$ cat src/rtl/jet_sched_pkg.sv
// Shared definitions for the L2 jet build scheduler.
//   JET_W / field offsets : layout of a jet word {nt, nx, phi, pt}
//   sched_state_t         : event sequencing states
//   lane_w()              : width of a lane index (at least one bit)
package jet_sched_pkg;

    localparam int JET_W      = 23;
    localparam int JET_PT_LSB  = 0;
    localparam int JET_PT_W    = 9;
    localparam int JET_PHI_LSB = 9;
    localparam int JET_PHI_W   = 5;
    localparam int JET_NX_LSB  = 14;
    localparam int JET_NX_W    = 4;
    localparam int JET_NT_LSB  = 18;
    localparam int JET_NT_W    = 5;

    typedef enum logic [2:0] {
        ST_IDLE,
        ST_CLR,
        ST_GO,
        ST_RUN,
        ST_DRAIN,
        ST_FIN
    } sched_state_t;

    function automatic int lane_w(input int n);
        return (n > 1) ? $clog2(n) : 1;
    endfunction

endpackage

$ cat src/rtl/jet_lane_fifo.sv
// Per-lane jet FIFO. Combinational read of the head word, registered write.
//   clk, reset : clock, synchronous active-high reset
//   clr        : synchronous flush (start of a new event)
//   push, din  : write strobe and word; caller never pushes a full FIFO
//                unless it pops in the same cycle
//   pop        : advance head; caller never pops an empty FIFO
//   full, empty, dout : status and head word
// DEPTH must be a power of two, at least 2 (pointers carry one wrap bit).
module jet_lane_fifo #(
    parameter int DEPTH = 4,
    parameter int WIDTH = 23
) (
    input  logic             clk,
    input  logic             reset,
    input  logic             clr,
    input  logic             push,
    input  logic             pop,
    input  logic [WIDTH-1:0] din,
    output logic             full,
    output logic             empty,
    output logic [WIDTH-1:0] dout
);

    localparam int AW = (DEPTH > 1) ? $clog2(DEPTH) : 1;

    logic [WIDTH-1:0] mem [DEPTH];
    logic [AW:0]      wr_ptr;
    logic [AW:0]      rd_ptr;

    assign empty = (wr_ptr == rd_ptr);
    assign full  = (wr_ptr[AW] != rd_ptr[AW]) && (wr_ptr[AW-1:0] == rd_ptr[AW-1:0]);
    assign dout  = mem[rd_ptr[AW-1:0]];

    always_ff @(posedge clk) begin
        if (reset || clr) begin
            wr_ptr <= '0;
            rd_ptr <= '0;
        end else begin
            if (push) wr_ptr <= wr_ptr + 1'b1;
            if (pop)  rd_ptr <= rd_ptr + 1'b1;
        end
    end

    always_ff @(posedge clk) begin
        if (push) mem[wr_ptr[AW-1:0]] <= din;
    end

endmodule

$ cat src/rtl/jet_build_sched.sv
// Event sequencer and jet collector for the L2 jet-finding stage.
// Resets/starts NLANE builders once per event, tracks their done flags
// with a timeout, and merges the per-lane jet streams through FIFOs and a
// round-robin arbiter into one registered ready/valid output.
//   clk, reset          : clock, synchronous active-high reset
//   ev_start            : new-event request (honoured only in IDLE)
//   ev_busy, ev_done    : event in progress / one-cycle completion pulse
//   ev_timeout, ovf     : sticky status, cleared at the next event's CLR
//   bld_reset, bld_start: builder controls (broadcast)
//   bld_done            : per-lane builder done levels
//   jet_in, jet_in_valid: per-lane jet words (lane k at [23k+22:23k])
//   jet_out, jet_lane, jet_out_valid, jet_out_ready : merged output
//
// state    | meaning
// ---------+-----------------------------------------------------------
// ST_IDLE  | waiting for ev_start
// ST_CLR   | builders held in reset; done bits, timer, status, FIFOs cleared
// ST_GO    | builder start pulse
// ST_RUN   | collecting done flags, counting toward the timeout
// ST_DRAIN | waiting for FIFOs and the output register to empty
// ST_FIN   | ev_done pulse
module jet_build_sched
    import jet_sched_pkg::*;
#(
    parameter int NLANE   = 6,
    parameter int FDEPTH  = 4,
    parameter int TIMEOUT = 64,
    localparam int LW     = lane_w(NLANE)
) (
    input  logic                   clk,
    input  logic                   reset,
    input  logic                   ev_start,
    output logic                   ev_busy,
    output logic                   ev_done,
    output logic                   ev_timeout,
    output logic                   ovf,
    output logic                   bld_reset,
    output logic                   bld_start,
    input  logic [NLANE-1:0]       bld_done,
    input  logic [NLANE*JET_W-1:0] jet_in,
    input  logic [NLANE-1:0]       jet_in_valid,
    output logic [JET_W-1:0]       jet_out,
    output logic [LW-1:0]          jet_lane,
    output logic                   jet_out_valid,
    input  logic                   jet_out_ready
);

    localparam int TW = $clog2(TIMEOUT) + 1;
    localparam logic [TW-1:0] TO_LAST = TW'(TIMEOUT - 1);

    sched_state_t state;
    sched_state_t state_nx;
    logic         timed_out;

    logic [NLANE-1:0] seen;
    logic [TW-1:0]    to_cnt;

    logic             capture;
    logic [NLANE-1:0] fifo_push;
    logic [NLANE-1:0] fifo_pop;
    logic [NLANE-1:0] fifo_full;
    logic [NLANE-1:0] fifo_empty;
    logic [NLANE-1:0] drop;
    logic [JET_W-1:0] fifo_dout [NLANE];

    logic [LW-1:0]    last_grant;
    logic [LW-1:0]    grant;
    logic [LW-1:0]    cand;
    logic             grant_vld;
    logic             pop_any;
    int               cand_i;

    // ---------------- FSM ----------------
    always_comb begin
        state_nx  = state;
        timed_out = 1'b0;
        case (state)
            ST_IDLE:  if (ev_start) state_nx = ST_CLR;
            ST_CLR:   state_nx = ST_GO;
            ST_GO:    state_nx = ST_RUN;
            ST_RUN: begin
                // A done seen in this very cycle counts, so the last lane's
                // done moves us to DRAIN on the next cycle.
                if (&(seen | bld_done)) begin
                    state_nx = ST_DRAIN;
                end else if (to_cnt == TO_LAST) begin
                    state_nx  = ST_DRAIN;
                    timed_out = 1'b1;
                end
            end
            ST_DRAIN: if (&fifo_empty && !jet_out_valid) state_nx = ST_FIN;
            ST_FIN:   state_nx = ST_IDLE;
            default:  state_nx = ST_IDLE;
        endcase
    end

    always_ff @(posedge clk) begin
        if (reset) begin
            state      <= ST_IDLE;
            seen       <= '0;
            to_cnt     <= '0;
            ev_busy    <= 1'b0;
            ev_done    <= 1'b0;
            ev_timeout <= 1'b0;
            ovf        <= 1'b0;
            bld_reset  <= 1'b1;
            bld_start  <= 1'b0;
        end else begin
            state     <= state_nx;
            ev_busy   <= (state_nx != ST_IDLE);
            ev_done   <= (state_nx == ST_FIN);
            bld_reset <= (state_nx == ST_CLR);
            bld_start <= (state_nx == ST_GO);

            if (state == ST_CLR) begin
                seen   <= '0;
                to_cnt <= '0;
            end else if (state == ST_RUN) begin
                seen   <= seen | bld_done;
                to_cnt <= to_cnt + 1'b1;
            end

            // Status is cleared on entry so it already reads 0 during CLR.
            if (state_nx == ST_CLR) begin
                ev_timeout <= 1'b0;
                ovf        <= 1'b0;
            end else begin
                if (timed_out) ev_timeout <= 1'b1;
                if (|drop)     ovf        <= 1'b1;
            end
        end
    end

    // ---------------- Lane FIFOs ----------------
    assign capture = (state == ST_GO) || (state == ST_RUN) || (state == ST_DRAIN);

    for (genvar k = 0; k < NLANE; k++) begin : g_lane
        // A full FIFO still accepts a word when its head is popped this cycle.
        assign fifo_push[k] = capture && jet_in_valid[k] && (!fifo_full[k] || fifo_pop[k]);
        assign drop[k]      = capture && jet_in_valid[k] && fifo_full[k] && !fifo_pop[k];
        assign fifo_pop[k]  = pop_any && (grant == LW'(k));

        jet_lane_fifo #(
            .DEPTH (FDEPTH),
            .WIDTH (JET_W)
        ) u_fifo (
            .clk   (clk),
            .reset (reset),
            .clr   (state == ST_CLR),
            .push  (fifo_push[k]),
            .pop   (fifo_pop[k]),
            .din   (jet_in[JET_W*k +: JET_W]),
            .full  (fifo_full[k]),
            .empty (fifo_empty[k]),
            .dout  (fifo_dout[k])
        );
    end

    // ---------------- Round-robin arbiter ----------------
    always_comb begin
        grant_vld = 1'b0;
        grant     = '0;
        cand      = '0;
        cand_i    = 0;
        for (int i = 0; i < NLANE; i++) begin
            cand_i = (int'(last_grant) + 1 + i) % NLANE;
            cand   = LW'(cand_i);
            if (!grant_vld && !fifo_empty[cand]) begin
                grant_vld = 1'b1;
                grant     = cand;
            end
        end
    end

    assign pop_any = grant_vld && (!jet_out_valid || jet_out_ready);

    // ---------------- Output register ----------------
    always_ff @(posedge clk) begin
        if (reset) begin
            jet_out       <= '0;
            jet_lane      <= '0;
            jet_out_valid <= 1'b0;
            last_grant    <= LW'(NLANE - 1);
        end else if (pop_any) begin
            jet_out       <= fifo_dout[grant];
            jet_lane      <= grant;
            jet_out_valid <= 1'b1;
            last_grant    <= grant;
        end else if (jet_out_ready) begin
            jet_out_valid <= 1'b0;
        end
    end

endmodule

$ cat config.mk
export PLATFORM = sky130hd
export DESIGN_NAME = jet_build_sched
export DESIGN_NICKNAME = d
export VERILOG_FILES = /design/src/rtl/jet_sched_pkg.sv /design/src/rtl/jet_lane_fifo.sv /design/src/rtl/jet_build_sched.sv
export SDC_FILE = /design/constraint.sdc
export NUM_CORES = 1
export LEC_CHECK = 0
export ABC_AREA = 1
export ABC_CLOCK_PERIOD_IN_PS = 8600
export BUFFER_PORTS_ARGS = -buffer_cell sky130_fd_sc_hd__buf_2
export CORE_MARGIN = 2
export CORE_UTILIZATION = 40
export DETAILED_ROUTE_END_ITERATION = 6
export GPL_TIMING_DRIVEN = 0
export HOLD_SLACK_MARGIN = 0.08
export SLEW_MARGIN = 20
export SYNTH_ARGS = -nofsm -noshare
export SYNTH_HDL_FRONTEND = slang
export SYNTH_SLANG_ARGS = --single-unit
$ cat constraint.sdc
create_clock -name clk -period 8.6 [get_ports clk]
set_clock_uncertainty 0.2 [all_clocks]
set_input_delay 0.86 -clock clk [delete_from_list [all_inputs] [get_ports clk]]
set_output_delay 0.86 -clock clk [all_outputs]
set_load 0.005 [all_outputs]
---- Word level (Yosys, flattened, before mapping) ----
Memories as Yosys holds them, arrays and structs flattened. A register that Yosys moved wholly into a read port is not among the register bits.
Index checks and enable logic that the tools add are counted.
storage, ports and cells
  bits of input ports ..................... 154
  bits in registers ....................... 88
  memories kept ........................... 6
  output and inout bits ................... 33
  bits in writable memories ............... 552
  word-level logic and storage cells ...... 241
operators by class
  muxes and demuxes ....................... 61
  div/mod/pow operators ................... 6
  add/subtract/negate cells ............... 19
  reduce and logical (&&, ||, !) cells .... 84
  eq/ne operators ......................... 31
  $lt $le $gt $ge ......................... 7
  bitwise operators ....................... 2
memory list
  memory                depth  width  read ports  clocked after memory_dff  write ports  line                 text
  g_lane[0].u_fifo.mem  4      23     1           1                         1            jet_lane_fifo.sv:26  logic [WIDTH-1:0] mem [DEPTH];
  g_lane[1].u_fifo.mem  4      23     1           1                         1            jet_lane_fifo.sv:26
  g_lane[2].u_fifo.mem  4      23     1           1                         1            jet_lane_fifo.sv:26
  g_lane[3].u_fifo.mem  4      23     1           1                         1            jet_lane_fifo.sv:26
  g_lane[4].u_fifo.mem  4      23     1           1                         1            jet_lane_fifo.sv:26
  g_lane[5].u_fifo.mem  4      23     1           1                         1            jet_lane_fifo.sv:26
operators by type and width
  kind                     number
  $mod A32 B4 Y32 const B  6
  $bmux W23 S3             1
  $add A32 B3 Y32 const B  2
  $mux W23                 2
  $logic_and A1 B1 Y1      43
  $add A3 B1 Y3 const B    12
  $add A32 B2 Y32 const B  1
  $add A32 B4 Y32 const B  1
  $mux W3                  10
  $mux W1                  29
  $lt A3 B4 Y1 const B     6
  $mux W2                  12
  $logic_not A1 Y1         22
  $bmux W1 S3              6
  $eq A3 B3 Y1             6
  $eq A3 B2 Y1 const B     5
  $pmux W3 S5              1
  $eq A2 B2 Y1             6
  $eq A3 B3 Y1 const B     4
  $reduce_and A6 Y1        2
  $logic_or A1 B1 Y1       10
  $eq A3 B1 Y1 const B     3
  $add A7 B1 Y7 const B    1
  $eq A7 B6 Y1 const B     1
  11 further kinds         18

---- Logic depth before layout (Yosys ltp) ----
  depth after elaboration ................. 26
  mapped depth ............................ 36
  gate-level depth less buffers ........... 35

---- Cells and area by module ----
Synthesis repeated with hierarchy kept, for this count alone.
unflattened totals
  cells, all modules ...................... 2,797
  area total of the unflattened synthesis .. 29,390.7 sq um
by module, submodules not included
  module           area each (sq um)  seq. area each (sq um)  instances  cells each
  jet_lane_fifo    4,071.4            2,922.8                 6          324
  jet_build_sched  4,962.3            1,021.0                 1          853

---- Worst setup path after synthesis ----
OpenSTA, ideal clock, no wires.
  kind .................................... register -> register
  from .................................... register last_grant[0]
  to ...................................... memory g_lane[2].u_fifo.mem[0][0], enable pin
  buffers on the path ..................... 3
  required time ........................... 7.997 ns
  path slack .............................. 2.689 ns
  data arrival time ....................... 5.309 ns
  stages on the path, launching flop included .. 31
  library setup time ...................... 0.403 ns
  cells stage by stage .................... dfxtp_1 > inv_2 > buf_6 > ha_1 > buf_2 > clkinv_1 > ha_1 > or2_2 > ha_1 > nor3b_1 > nand2_1 > o21ai_1 > nand2_1 > nand2_1 > nand2_1 > nand2_1 > nor2_1 > nor2_1 > nor2_8 > nand2_4 > nand2_1 > nand2_1 > nand2_1 > nand2_1 > nand2_2 > inv_2 > buf_6 > nand3_2 > nand2_1 > nand3_2 > nor2_1
between the ends
  longest elaborated chain between the ends .. 26
  elaborated cells between the ends (all ways) .. 57
  those cells by class .................... 6 x add/sub; 6 x div; 1 x eq/ne; 26 x mux; 18 x reduce/logical
RTL lines
  item                                                        line                                            text
  start: declaration                                          jet_build_sched.sv:66                           logic [LW-1:0] last_grant;
  start signal: assignment                                    jet_build_sched.sv:183                          last_grant <= LW'(NLANE - 1);
  start signal: assignment                                    jet_build_sched.sv:188                          last_grant <= grant;
  $add A3 B1 Y4 *                                             jet_build_sched.sv:166                          cand_i = (int'(last_grant) + 1 + i) % NLANE;
  $add A32 B2 Y32                                             jet_build_sched.sv:166
  $mod A32 B4 Y32                                             jet_build_sched.sv:166
  $bmux W1 S3                                                 jet_build_sched.sv:168                          if (!grant_vld && !fifo_empty[cand]) begin
  $mux W1 (implied by the code)                               jet_build_sched.sv:168
  $logic_not A1 Y1                                            jet_build_sched.sv:168
  $logic_and A1 B1 Y1                                         jet_build_sched.sv:168
  $mux W1                                                     jet_build_sched.sv:168
  (+10 left out)                                              n/a
  $logic_and A1 B1 Y1                                         jet_build_sched.sv:168
  $mux W3 / $mux W1 (equally long branches)                   jet_build_sched.sv:168
  $eq A3 B2 Y1 / $logic_and A1 B1 Y1 (equally long branches)  jet_build_sched.sv:141, jet_build_sched.sv:175
  $logic_and A1 B1 Y1 *                                       jet_build_sched.sv:141                          assign fifo_pop[k] = pop_any && (grant == LW'(k));
  $logic_or A1 B1 Y1 *                                        jet_build_sched.sv:139                          assign fifo_push[k] = capture && jet_in_valid[k] && (!fifo_full[k] || fifo_pop[k]);
  $logic_and A1 B1 Y1 *                                       jet_build_sched.sv:139
  $mux W1 *                                                   jet_lane_fifo.sv:45                             if (push) mem[wr_ptr[AW-1:0]] <= din;
  $mux W1 (implied by the code) *                             jet_lane_fifo.sv:45
  end: declaration                                            jet_lane_fifo.sv:26
Every way passes the cells marked *; elsewhere a longest branch is shown, timed or not. The select of a mux whose other input is x is not followed.

==> run summary <==
status - completed
CTS tree - yes
full die area - 71800 sq um
First-pass DRT Iterations - 5
initial cell density of the core - 40.5%
crit path launch type - flip-flop
Worst-Margin Slew - 0.899 ns
placed wire-length estimate - 56400 microns
cts bufs inserted - 69
critical path class - reg -> reg
clk sinks - 651
fin. max-slew vios - 0
GRT Resource Usage Total - 21.6%
final number of setup-violating endpoints - 0
Final Critical Period - 6.61 ns
Syn Nets - 2735
Skew-Pair Late Insertion Delay - 0.62 ns
syn_area_per_cell - 11.0 sq um
setup total negative slack - 0 ns
Seq/Total Area, Yosys - 66.6%
first-pass GRT wire length - 116000 microns
crit-path max FO - 12
Netlist cell types - 48
Fin. Hold Viols - 0
core area - 68800 sq um
#FFs+latches synth - 651
hold crit path type - in -> reg
Die W - 268 microns
root buf cell - clkbuf_16
vias in the first global route - 19400
final wirelength - 78700 microns
FMAX - 151 MHz
slowest cell delay on critical path - 0.59 ns
Buffers on Ports - 185
1st-iter DRT viols - 1959
worst relative slew slack - 38.5%
num ports - 187
yosys warns - 0
CP Data Arrival Time - 6.72 ns
CTS resizes - 0
RSZ-0062 raised after global routing - false
row count - 96
nets@finish - 3015
Routed Antenna Nets - 0
initial antenna violation count - 16
total setup buffers inserted after CTS - 0
# H-tree levels - 3
Critical Path RT - 8.71 ns
met1 Resource Use GR - 28.1%
vias - 20200
pin count of the biggest net entering global routing - 23
Clock Pin Slew Worst Setup and Hold Paths - 0.06 ns
Synth area leader - edfxtp_1
vias per cell - 5.32
GR Util met3 - 4.57%
GRT Max-Usage Layer - met2
ys flop type - edfxtp_1
Routed wire per std cell - 20.7 microns
final RePlAce weighted congestion - 0.839
Post-synth EDFFs - 552
met2 usage - 36.1%
Crit-path slowest cell - dfxtp_1
Area contributors post-synth - edfxtp_1, nand2_1, dfxtp_1
Synth Instances - 2530
Post-synth ARST share - 0%
Die H - 268 microns
layout cells sized above 1 - 14.2%
Yosys top cell area share - 59.5%
DRC Markers - 0
CP most frequent cell - nand2_1
synth-to-layout area growth - 18.2%
Longest Clk Path Bufs - 3
maxcap violations - 0
grt total ovfl - 0
fin crit share - 76.9%
Cell Area, Synth - 27900 sq um
crit path capture type - flip-flop
Hold Buf Count CTS - 0
==> cell type report <==
cell class,instances,area [sq um]
sequential,651,18600
clock inverter,28,310
timing repair buffer,209,1510
buffer,121,522
tap,931,1160
antenna,8,20.0
clock buffer,93,1880
inverter,139,522
multi-input combinational,1619,8450
fill,6108,35900
==> through the flow <==
step                      area [sq um]  worst slack, ns  std cells  hold WS (ns)  utilization [%]
final                            32900             1.99       3799         0.247             47.8
after detailed placement         30700             2.03       3670         0.266             44.6
after global placement           30000            0.925       3646         0.256             43.5
after floorplan                  27900             2.69       2530         0.246                -
after CTS                        32900             2.01       3791         0.224             47.8
after global routing             32900             1.37       3795         0.239             47.8
==> worst paths after layout <==
path,startpoint,endpoint,slack (ns),cells after the start
worst max-delay path,jet_lane[1],g_lane[2].u_fifo.mem[2][1],1.99,30
worst min-delay path,jet_in[21],g_lane[0].u_fifo.mem[0][21],0.25,1
worst max register to register,jet_lane[1],g_lane[2].u_fifo.mem[2][1],1.99,30
worst min register to register,to_cnt[2],to_cnt[2],0.28,2
==> worst max-delay path, delay by kind of cell (launching register included) <==
kind / cells / cell delay [ns]
AO/OA/AOI/OAI: 1 / 0.15
adder cells (fa/ha/maj): 3 / 1.07
buffers and inverters: 6 / 1.26
flip-flops: 1 / 0.59
AND/OR/NAND/NOR: 20 / 3.00
==> cell families (layout without fill, tap and decap cells) <==
kind of cell    after synthesis  after routing  share of synthesized area (%)
compound gates              503            503                           10.9
xor+xnor                     29             29                          0.911
fa+ha+maj                    51             51                           2.29
buf+inv                     260            590                           3.74
flops                       651            651                           66.6
other cells                   0              8                              0
simple gates               1036           1036                           15.6
==> flip-flops by register name (all words and copies together) (netlist names), named ones only <==
name                  cells
state                     3
ovf                       1
last_grant                2
g_lane.u_fifo.rd_ptr     18
seen                      6
bld_start                 1
jet_out_valid             1
ev_done                   1
ev_busy                   1
jet_lane                  3
bld_reset                 1
ev_timeout                1
to_cnt                    7
g_lane.u_fifo.wr_ptr     18
g_lane.u_fifo.mem       552
jet_out                  23
==> layout by cell type, fill, tap and decap left out, types with 10 or more instances in the layout <==
cell       instances
o21ai_0          172
dfxtp_1           99
xnor2_1           13
buf_1             18
clkbuf_16         70
o21ai_1           17
a21oi_1          165
xor2_1            16
nand4_1           20
nand2_1          567
clkbuf_1         101
o211ai_1          10
inv_1            120
nand3_1           98
clkinv_1          12
nor2_1           267
edfxtp_1         552
nand2_2           16
ha_1              51
nor2_4            27
buf_2            197
inv_2             14
o22ai_1           42
buf_16            15
a32o_1            79
==> cells in the mapped netlist (20+ instances only) <==
library cell / count
nand4_1: 20
clkbuf_1: 82
inv_1: 120
nand3_1: 98
nand2_1: 567
a32o_1: 79
o21ai_0: 172
o22ai_1: 42
ha_1: 51
dfxtp_1: 99
nor2_1: 291
edfxtp_1: 552
a21oi_1: 165
==> routing by layer <==
metal	routed length, microns	vias up
li1	-	9508
met1	32600	9874
met2	38500	681
met3	5490	124
met4	2060	16
met5	99	-
Power is left out: the tool's default activity adds up to more than one toggle a clock period on the data nets, which glitch-free logic cannot reach.
